[src/rtl/shifter_pkg.sv]
// Shared types and defaults for the shift-unit datapath blocks.
package shifter_pkg;

    typedef enum logic {DIR_LSB_FIRST = 1'b0, DIR_MSB_FIRST = 1'b1} shift_dir_t;
    typedef enum logic {IDLE, COLLECT} deser_state_t;

    localparam int DEFAULT_WIDTH = 4;

endpackage

[src/rtl/shift_deserializer.sv]
// Serial-to-parallel receiver: one bit per handshake into a WIDTH-bit word, one-entry output register.
// Word valid the cycle after its last bit; bit_ready drops only on a final bit while the output is held.
module shift_deserializer
    import shifter_pkg::*;
#(
    parameter int WIDTH = DEFAULT_WIDTH
) (
    input  logic             clk,
    input  logic             rst,
    input  logic             bit_valid,
    input  logic             bit_in,
    output logic             bit_ready,
    input  logic             msb_first,
    input  logic             clear,
    output logic             word_valid,
    input  logic             word_ready,
    output logic [WIDTH-1:0] word_out
);

    localparam int CW = $clog2(WIDTH);
    localparam logic [CW-1:0] LAST = CW'(WIDTH - 1);

    deser_state_t     state;
    shift_dir_t       dir;
    logic [CW-1:0]    count;
    logic [WIDTH-1:0] sr;
    logic [WIDTH-1:0] sr_next;
    logic             eff_msb;
    logic             last_bit;
    logic             bit_take;
    logic             word_take;

    assign last_bit  = (count == LAST);
    assign bit_ready = !rst && !clear && (!last_bit || !word_valid || word_ready);
    assign bit_take  = bit_valid && bit_ready;
    assign word_take = word_valid && word_ready;

    // The first bit of a word follows msb_first live; later bits use the latched direction.
    always_comb begin
        eff_msb = (state == IDLE) ? msb_first : (dir == DIR_MSB_FIRST);
        sr_next = sr;
        if (eff_msb) begin
            sr_next = {sr[WIDTH-2:0], bit_in};
        end else begin
            sr_next = {bit_in, sr[WIDTH-1:1]};
        end
    end

    always_ff @(posedge clk or posedge rst) begin
        if (rst) begin
            state      <= IDLE;
            dir        <= DIR_MSB_FIRST;
            count      <= '0;
            sr         <= '0;
            word_out   <= '0;
            word_valid <= 1'b0;
        end else begin
            if (word_take) begin
                word_valid <= 1'b0;
            end
            if (clear) begin
                state <= IDLE;
                count <= '0;
                sr    <= '0;
            end else if (bit_take) begin
                sr <= sr_next;
                if (state == IDLE) begin
                    dir <= shift_dir_t'(msb_first);
                end
                if (last_bit) begin
                    // Load overrides a same-cycle drain, so back-to-back words see no bubble.
                    word_out   <= sr_next;
                    word_valid <= 1'b1;
                    count      <= '0;
                    state      <= IDLE;
                end else begin
                    count <= count + CW'(1);
                    state <= COLLECT;
                end
            end
        end
    end

endmodule

[config.mk]
export PLATFORM = sky130hd
export DESIGN_NAME = shift_deserializer
export DESIGN_NICKNAME = d
export VERILOG_FILES = /design/src/rtl/shifter_pkg.sv /design/src/rtl/shift_deserializer.sv
export SDC_FILE = /design/constraint.sdc
export NUM_CORES = 1
export LEC_CHECK = 0
export ABC_AREA = 1
export BUFFER_PORTS_ARGS = -buffer_cell sky130_fd_sc_hd__buf_4
export CORE_AREA = 2 2 50 52
export CTS_CLUSTER_SIZE = 28
export DETAILED_ROUTE_END_ITERATION = 16
export DIE_AREA = 0 0 52 54
export GPL_TIMING_DRIVEN = 1
export PLACE_DENSITY_LB_ADDON = 0.08
export RECOVER_POWER = 25
export SKIP_LAST_GASP = 1
export SYNTH_ARGS = -nofsm -noshare
export SYNTH_HDL_FRONTEND = slang
export SYNTH_SLANG_ARGS = --single-unit
[constraint.sdc]
create_clock -name clk -period 3.4 [get_ports clk]
set_input_delay 0.51 -clock clk [delete_from_list [all_inputs] [get_ports clk]]
set_output_delay 0.51 -clock clk [all_outputs]
set_load 0.01 [all_outputs]
# == After elaboration in Yosys (flattened, before gate mapping) ==
# Cells that the tools add are included.
# op_classes
addsub,1
eq_ne,1
muxes,14
bitwise_logic,1
reduce_logical,13
# op_table
op,n
4-bit 2-to-1 mux,3
1-bit 2-to-1 mux,8
2-bit 2-to-1 mux,3
1-bit logical AND,4
1-bit zero test,4
3-bit AND reduction,1
2-bit by 1-bit adder with 2-bit output (second input constant),1
2-bit equality test (second input constant),1
1-bit logical OR,2
2-bit AND reduction,1
2-bit nonzero test,1
1-bit inverter,1
# totals
register_bits,13
in_bits,7
elab_cells,36

# == Depth between registers and ports, before layout ==
# Gate-level depths: netlist (run 1).
# depth
word_depth,8
ltp_mapped,7

# == Worst setup path before layout (run 1) ==
# Ideal clock, no wire load.
# synth_timing
path_type,register to output
start,reg count[0]
end,out bit_ready
t_arrival_ps,908
required_ps,2890
slack_ps,1982
path_stages_with_launch,5
n_path_buf,0
cell_sequence,dfrtp_1 -> ha_1 -> nand3_1 -> nand2_1 -> inv_1
# synth_between
elab_chain_cells,5
# synth_lines
item,line_no,source
start: declaration,shift_deserializer.sv:25,logic [CW-1:0] count;
start signal: assignment,shift_deserializer.sv:77,count <= count + CW'(1);
2-bit equality test,shift_deserializer.sv:33,assign last_bit = (count == LAST);
1-bit zero test,shift_deserializer.sv:34,assign bit_ready = !rst && !clear && (!last_bit || !word_valid || word_ready);
1-bit logical OR (2 in a row),shift_deserializer.sv:34,
1-bit logical AND,shift_deserializer.sv:34,
end: declaration,shift_deserializer.sv:12,"output logic bit_ready,"
# No other way between the ends.

# == Final worst setup path (run 1) ==
# Same ends and word-level chain as after synthesis.

==> metrics.md, run 1 <==
| Metric | Value |
|---|---|
| Run status | completed |
| Largest net degree at the start of global routing | 15 |
| Avg Inst Size Synth | 8.079 sq um |
| Final Cycle Share | 54.05% |
| Antenna-violating nets left | 0 |
| Setup violators final | 0 |
| Max Buffers Root-to-Sink | 2 |
| Antenna violations before repair | 0 |
| H-tree lvl count | 1 |
| Final core occ | 34.74% |
| # diodes | 0 |
| GRT Overall Usage | 11.33% |
| Root cell of the clock tree | clkbuf_4 |
| Chip height | 54 um |
| IO Port Bufs | 12 |
| DRT Pass-1 Iters | 4 |
| DP HPWL | 956.8 um |
| Wire per inst | 9.984 um |
| Clock transition at path regs | 80 ps |
| Net Sw Power | 0.07991 mW |
| DR iter-0 viols | 13 |
| Worst Hold Class | in2async |
| Global placement routability congestion | 0.6955 |
| Nets | 106 |
| Final instance area | 805.8 sq um |
| DRT Wirelength | 1268 um |
| Vias per cell | 4.480 |
| Post-CTS resize count | 0 |
| Pwr Density | 371.8 nW/um^2 |
| Internal power | 0.2197 mW |
| Mapped Area | 654.4 sq um |
| Clock Skews | 3.469 ps |
| Remaining DRCs | 0 |
| Syn-to-layout area delta | 23.14% |
| Via count | 569 |
| CTS tree | yes |
| Share of the yosys chip area belonging to registers | 49.90% |
| Final min period | 1838 ps |
| Peak VDD IR | 173.2 uV |
| Max-Cap Viols | 0 |
| WP data arrival | 1330 ps |
| Worst Tran Pin Value | 537.0 ps |
| Cells after Synth | 81 |
| Final max-slew violation count | 0 |
| Buffer count from post-CTS setup fixing | 0 |
| Full die area | 2808 sq um |
| Setup crit end kind | output pin |
| Synthesized flop and latch total | 13 |
| Vias in the first global route | 514 |
| FP Rows | 18 |
| Sum of negative setup slack | 0 ps |
| Clk sinks | 13 |
| Syn. warnings | 0 |
| Worst slew margin | 64.16% |
| Worst-path fanout max | 3 |
| Hold_buf cts | 0 |
| Flop pwr share | 55.5% |
| Yosys cell types | 15 |
| FILL cells | 260 |
| Crit path kind | reg2out |
| Worst setup SP type | flip-flop |
| Global-route wire length before repair | 2256 um |
| Die X-Extent | 52 um |
| RSZ-0062 raised after global routing | false |
| Clock Power Share | 32.0% |
| Global route overflow | 0 |
| Placed Area | 782.0 sq um |
| Initial Util | 28.21% |
| Clk Latency, worst-skew pair | 280 ps |
| Achievable Freq | 544.2 MHz |
| Core area | 2320 sq um |
| Total CTS buffers | 3 |
| Worst EP required | 2890 ps |
| I/O pin cnt | 13 |
| Pre-CTS WS | 1756 ps |
| Leakage | 0.4618 nW |
| Setup WS post-layout | 1562 ps |
| Comb pwr share | 12.5% |
| Hold Fails Final Rpt | 0 |
| Net Count, Synth | 89 |
| Sw frac | 26.67% |
| Hold slack | 291.0 ps |
| Fraction of layout cells with a size suffix above 1 | 22.68% |
-- power groups by stage --
stage	Clock, mW	Sequential [mW]	Combinational [mW]
floorplan	0	0.169	0.0232
CTS	0.100	0.166	0.0387
global route	0.109	0.167	0.0427
global placement	0	0.169	0.0386
finish	0.0960	0.166	0.0375
detailed placement	0	0.169	0.0385
-- cell type report --
cell class                      instances  area [sq um]  share of cell area (%)
Clock buffer                            3         22.52                   2.795
Clock inverter                          1         5.005                  0.6211
Tap cell                               30         37.54                   4.658
Inverter                               10         41.29                   5.124
Sequential cell                        13         326.6                   40.53
Timing Repair Buffer                   12         86.33                   10.71
Multi-Input combinational cell         58         286.5                   35.56
-- per-stage QoR --
step | power, mW | cells
6_report | 0.2996 | 127
5_1_grt | 0.3195 | 127
4_1_cts | 0.3051 | 127
3_5_place_dp | 0.2077 | 123
3_3_place_gp | 0.2078 | 123
2_1_floorplan | 0.1919 | 81
-- final timing paths --
check	start	to	slack, ps	depth (start not counted)
max	count[0]$_DFFE_PP0P_	bit_ready	1560	5
min reg2reg	dir$_DFFE_PP1P_	dir$_DFFE_PP1P_	480	2
min	rst	count[0]$_DFFE_PP0P_	290	2
max in group asynchronous	rst	dir$_DFFE_PP1P_	2750	2
min in group clk	dir$_DFFE_PP1P_	dir$_DFFE_PP1P_	480	2
max reg2reg	count[0]$_DFFE_PP0P_	sr[2]$_DFFE_PP0P_	2120	6
-- Yosys cell counts --
cell type	instances	share of area (%)
clkinv_2	1	0.76
dfrtp_1	12	46
dfstp_2	1	4.0
ha_1	1	1.9
inv_1	7	4.0
inv_2	1	0.57
inv_4	1	0.96
nand2_1	39	22
nand3_1	12	9.2
nand3_4	1	2.7
nand4_1	1	0.96
nand4_4	1	3.3
nor2_4	1	1.7
o21ai_1	1	0.76
or2_0	1	0.96
-- registers in the layout, summed over array words and instances (netlist names) --
register,flops
count,2
word_out,4
state,1
word_valid,1
sr,4
dir,1
-- critical path: stages (launching register included) --
cell,delay (ps)
dfrtp_1,410
ha_1,260
nand3_1,160
nand2_1,60
inv_1,50
buf_4,110
-- cells in the final DEF, fill, tap and decap left out, drive strengths merged --
cell    Yosys  routed
inv         9       9
nand3      13      13
nand4       2       2
dfstp       1       1
nand2      39      39
buf         0      11
clkinv      1       2
dfrtp      12      12
clkbuf      0       4
o21ai       1       1
or2         1       1
nor2        1       1
ha          1       1
-- cells by family (layout without fill, tap and decap cells) --
kind of cell    count (synthesis)  after routing  synth area share, %
compound gates                  1              1               0.7641
fa+ha+maj                       1              1                1.912
buf+inv                        10             26                6.310
flops                          13             13                49.91
simple gates                   56             56                41.11
-- per-layer routing --
layer / global-route usage [%] / up-vias / part of all wire, %
li1: - / 289 / -
met1: 14.36 / 267 / 50
met2: 17.72 / 9 / 44
met3: 3.333 / 4 / 3.6
met4: 5.263 / 0 / 1.8
met5: 0 / - / 0
Note: power is estimated with default switching activity, not from simulation.
==> inputs of run 2 (changes only) <==
- clock period: 3.4 -> 1.6 ns (I/O delays scaled with it)
==> run 2 against run 1 <==
  * Clock skew is 0.98 ps lower
  * Sequential cell count stayed put
  * Non-clock buffer count is 1 higher
  * Cell count is 0.79% higher
  * Setup slack worse by 1400 ps
  * Critical endpoint unchanged
==> metrics.md, run 2 (synthesized netlist as in run 1, its figures left out) <==
| Metric | Value |
|---|---|
| Run status | completed |
| WP data arrival | 1230 ps |
| RSZ-0062 raised after global routing | false |
| Pwr Density | 774.6 nW/um^2 |
| Global placement routability congestion | 0.8092 |
| Flop pwr share | 55.9% |
| Remaining DRCs | 0 |
| DR iter-0 viols | 6 |
| Full die area | 2808 sq um |
| Sum of negative setup slack | 0 ps |
| Worst EP required | 1360 ps |
| Max stage delay cell, worst path | dfrtp_1 |
| Most common cell after layout, fill and taps aside | nand2_1 |
| Most frequent cells in the layout | nand2_1 (39), dfrtp_1 (12), nand3_1 (11), buf_4 (11), inv_1 (7) |
| DRT Wirelength | 1289 um |
| Worst Tran Pin Value | 747.5 ps |
| # diodes | 0 |
| Root cell of the clock tree | clkbuf_4 |
| Largest net degree at the start of global routing | 14 |
| Antenna violations before repair | 0 |
| Wire per inst | 10.07 um |
| Global route overflow | 0 |
| Max-Cap Viols | 0 |
| Clock Skews | 2.487 ps |
| R2r endpoint | sr[1]$_DFFE_PP0P_ |
| Via count | 553 |
| Grt met3 use | 5.000% |
| Sw frac | 25.33% |
| FP Rows | 18 |
| Peak VDD IR | 381.8 uV |
| Crit path kind | reg2out |
| Syn-to-layout area delta | 24.67% |
| Initial Util | 28.21% |
| GRT Overall Usage | 11.58% |
| Worst Hold Class | in2async |
| Worst-path fanout max | 3 |
| Nets | 107 |
| Vias in the first global route | 538 |
| Clock Power Share | 31.2% |
| Worst setup SP type | flip-flop |
| Achievable Freq | 681.8 MHz |
| Gr busiest metal | met2 |
| I/O pin cnt | 13 |
| Chip height | 54 um |
| Buffer count from post-CTS setup fixing | 0 |
| Total CTS buffers | 3 |
| Hold_buf cts | 0 |
| Antenna-violating nets left | 0 |
| CTS tree | yes |
| Leakage | 0.4575 nW |
| Final Cycle Share | 91.67% |
| DP HPWL | 990.4 um |
| DRT Pass-1 Iters | 4 |
| Die X-Extent | 52 um |
| Fraction of layout cells with a size suffix above 1 | 23.47% |
| FILL cells | 256 |
| Max Buffers Root-to-Sink | 2 |
| Setup violators final | 0 |
| Critical path's largest stage delay | 370 ps |
| Clk sinks | 13 |
| Net Sw Power | 0.1601 mW |
| Final max-slew violation count | 0 |
| Post-CTS resize count | 0 |
| Top Registers | sr x4, word_out x4, count x2 |
| Vias per cell | 4.320 |
| Clock transition at path regs | 80 ps |
| Worst slew margin | 50.17% |
| Internal power | 0.4718 mW |
| Clk Latency, worst-skew pair | 270 ps |
| Crit path cell chain | ha_2 -> nand3_2 -> nand2_1 -> inv_1 -> buf_4 |
| Flop2flop setup slack | 360 ps |
| Final min period | 1467 ps |
| Hold Fails Final Rpt | 0 |
| Met1 usage | 15.64% |
| Cells on worst reg2reg path | 7 |
| Hold slack | 206.8 ps |
| Multi-input combinational cell area | 294.0 sq um |
| Sequential standard cell area | 326.6 sq um |
| H-tree lvl count | 1 |
| GR Util met2 | 17.09% |
| Comb pwr share | 12.9% |
| Setup crit end kind | output pin |
| IO Port Bufs | 12 |
| Global-route wire length before repair | 2352 um |
| Core area | 2320 sq um |
| Worst r2r src | dir$_DFFE_PP1P_ |
## run 2: cell types whose count changed in the layout (fill, tap and decap cells not counted), sizes merged
cell	previous run	this run
clkinv	2	1
clkbuf	4	6
## run 2: through the flow
step | utilization (%) | instances | worst slack [ps] | power, mW | area, sq um
3_5_place_dp | 34.03 | 124 | 324.6 | 0.4444 | 789.5
3_3_place_gp | 34.03 | 124 | 353.1 | 0.4456 | 789.5
5_1_grt | 35.17 | 128 | 38.83 | 0.6708 | 815.8
4_1_cts | 35.17 | 128 | 19.61 | 0.6474 | 815.8
6_report | 35.17 | 128 | 133.3 | 0.6319 | 815.8
2_1_floorplan | - | 81 | 451.8 | 0.4078 | 654.4
## run 2: cell type report
cell class                      instances  share of cell area [%]
Multi-Input combinational cell         58                   36.04
Sequential cell                        13                   40.03
Tap cell                               30                   4.601
Clock buffer                            4                   3.221
Inverter                               10                   5.061
Timing Repair Buffer                   13                   11.04
## run 2: worst max-delay path: cells and delay by family (launching register included)
kind | cells | cell delay [ps]
buf+inv | 2 | 170
fa+ha+maj | 1 | 230
simple gates | 2 | 190
flops | 1 | 370
## run 2: power by group through the flow
stage               Combinational, mW  Clock, mW  Sequential, mW
floorplan                      0.0492          0           0.359
global placement               0.0855          0           0.360
detailed placement             0.0848          0           0.360
CTS                            0.0854      0.209           0.353
global route                   0.0942      0.221           0.355
finish                         0.0816      0.197           0.353
## run 2: how the worst max path moves through the flow
| stage | from | end | slack (ps) | depth (start not counted) |
|---|---|---|---|---|
| floorplan | count[0]$_DFFE_PP0P_ | bit_ready | 450 | 4 |
| global placement | count[0]$_DFFE_PP0P_ | bit_ready | 350 | 5 |
| detailed placement | count[0]$_DFFE_PP0P_ | bit_ready | 320 | 5 |
| CTS | count[0]$_DFFE_PP0P_ | bit_ready | 20 | 5 |
| global route | count[0]$_DFFE_PP0P_ | bit_ready | 40 | 5 |
| finish | count[0]$_DFFE_PP0P_ | bit_ready | 130 | 5 |
## run 2: layer usage
layer / up-vias / wire (um) / part of all wire, %
li1: 291 / - / -
met4: 0 / 16 / 1.2
met5: - / 0 / 0
met2: 11 / 577 / 45
met1: 249 / 632 / 49
met3: 2 / 62 / 4.8
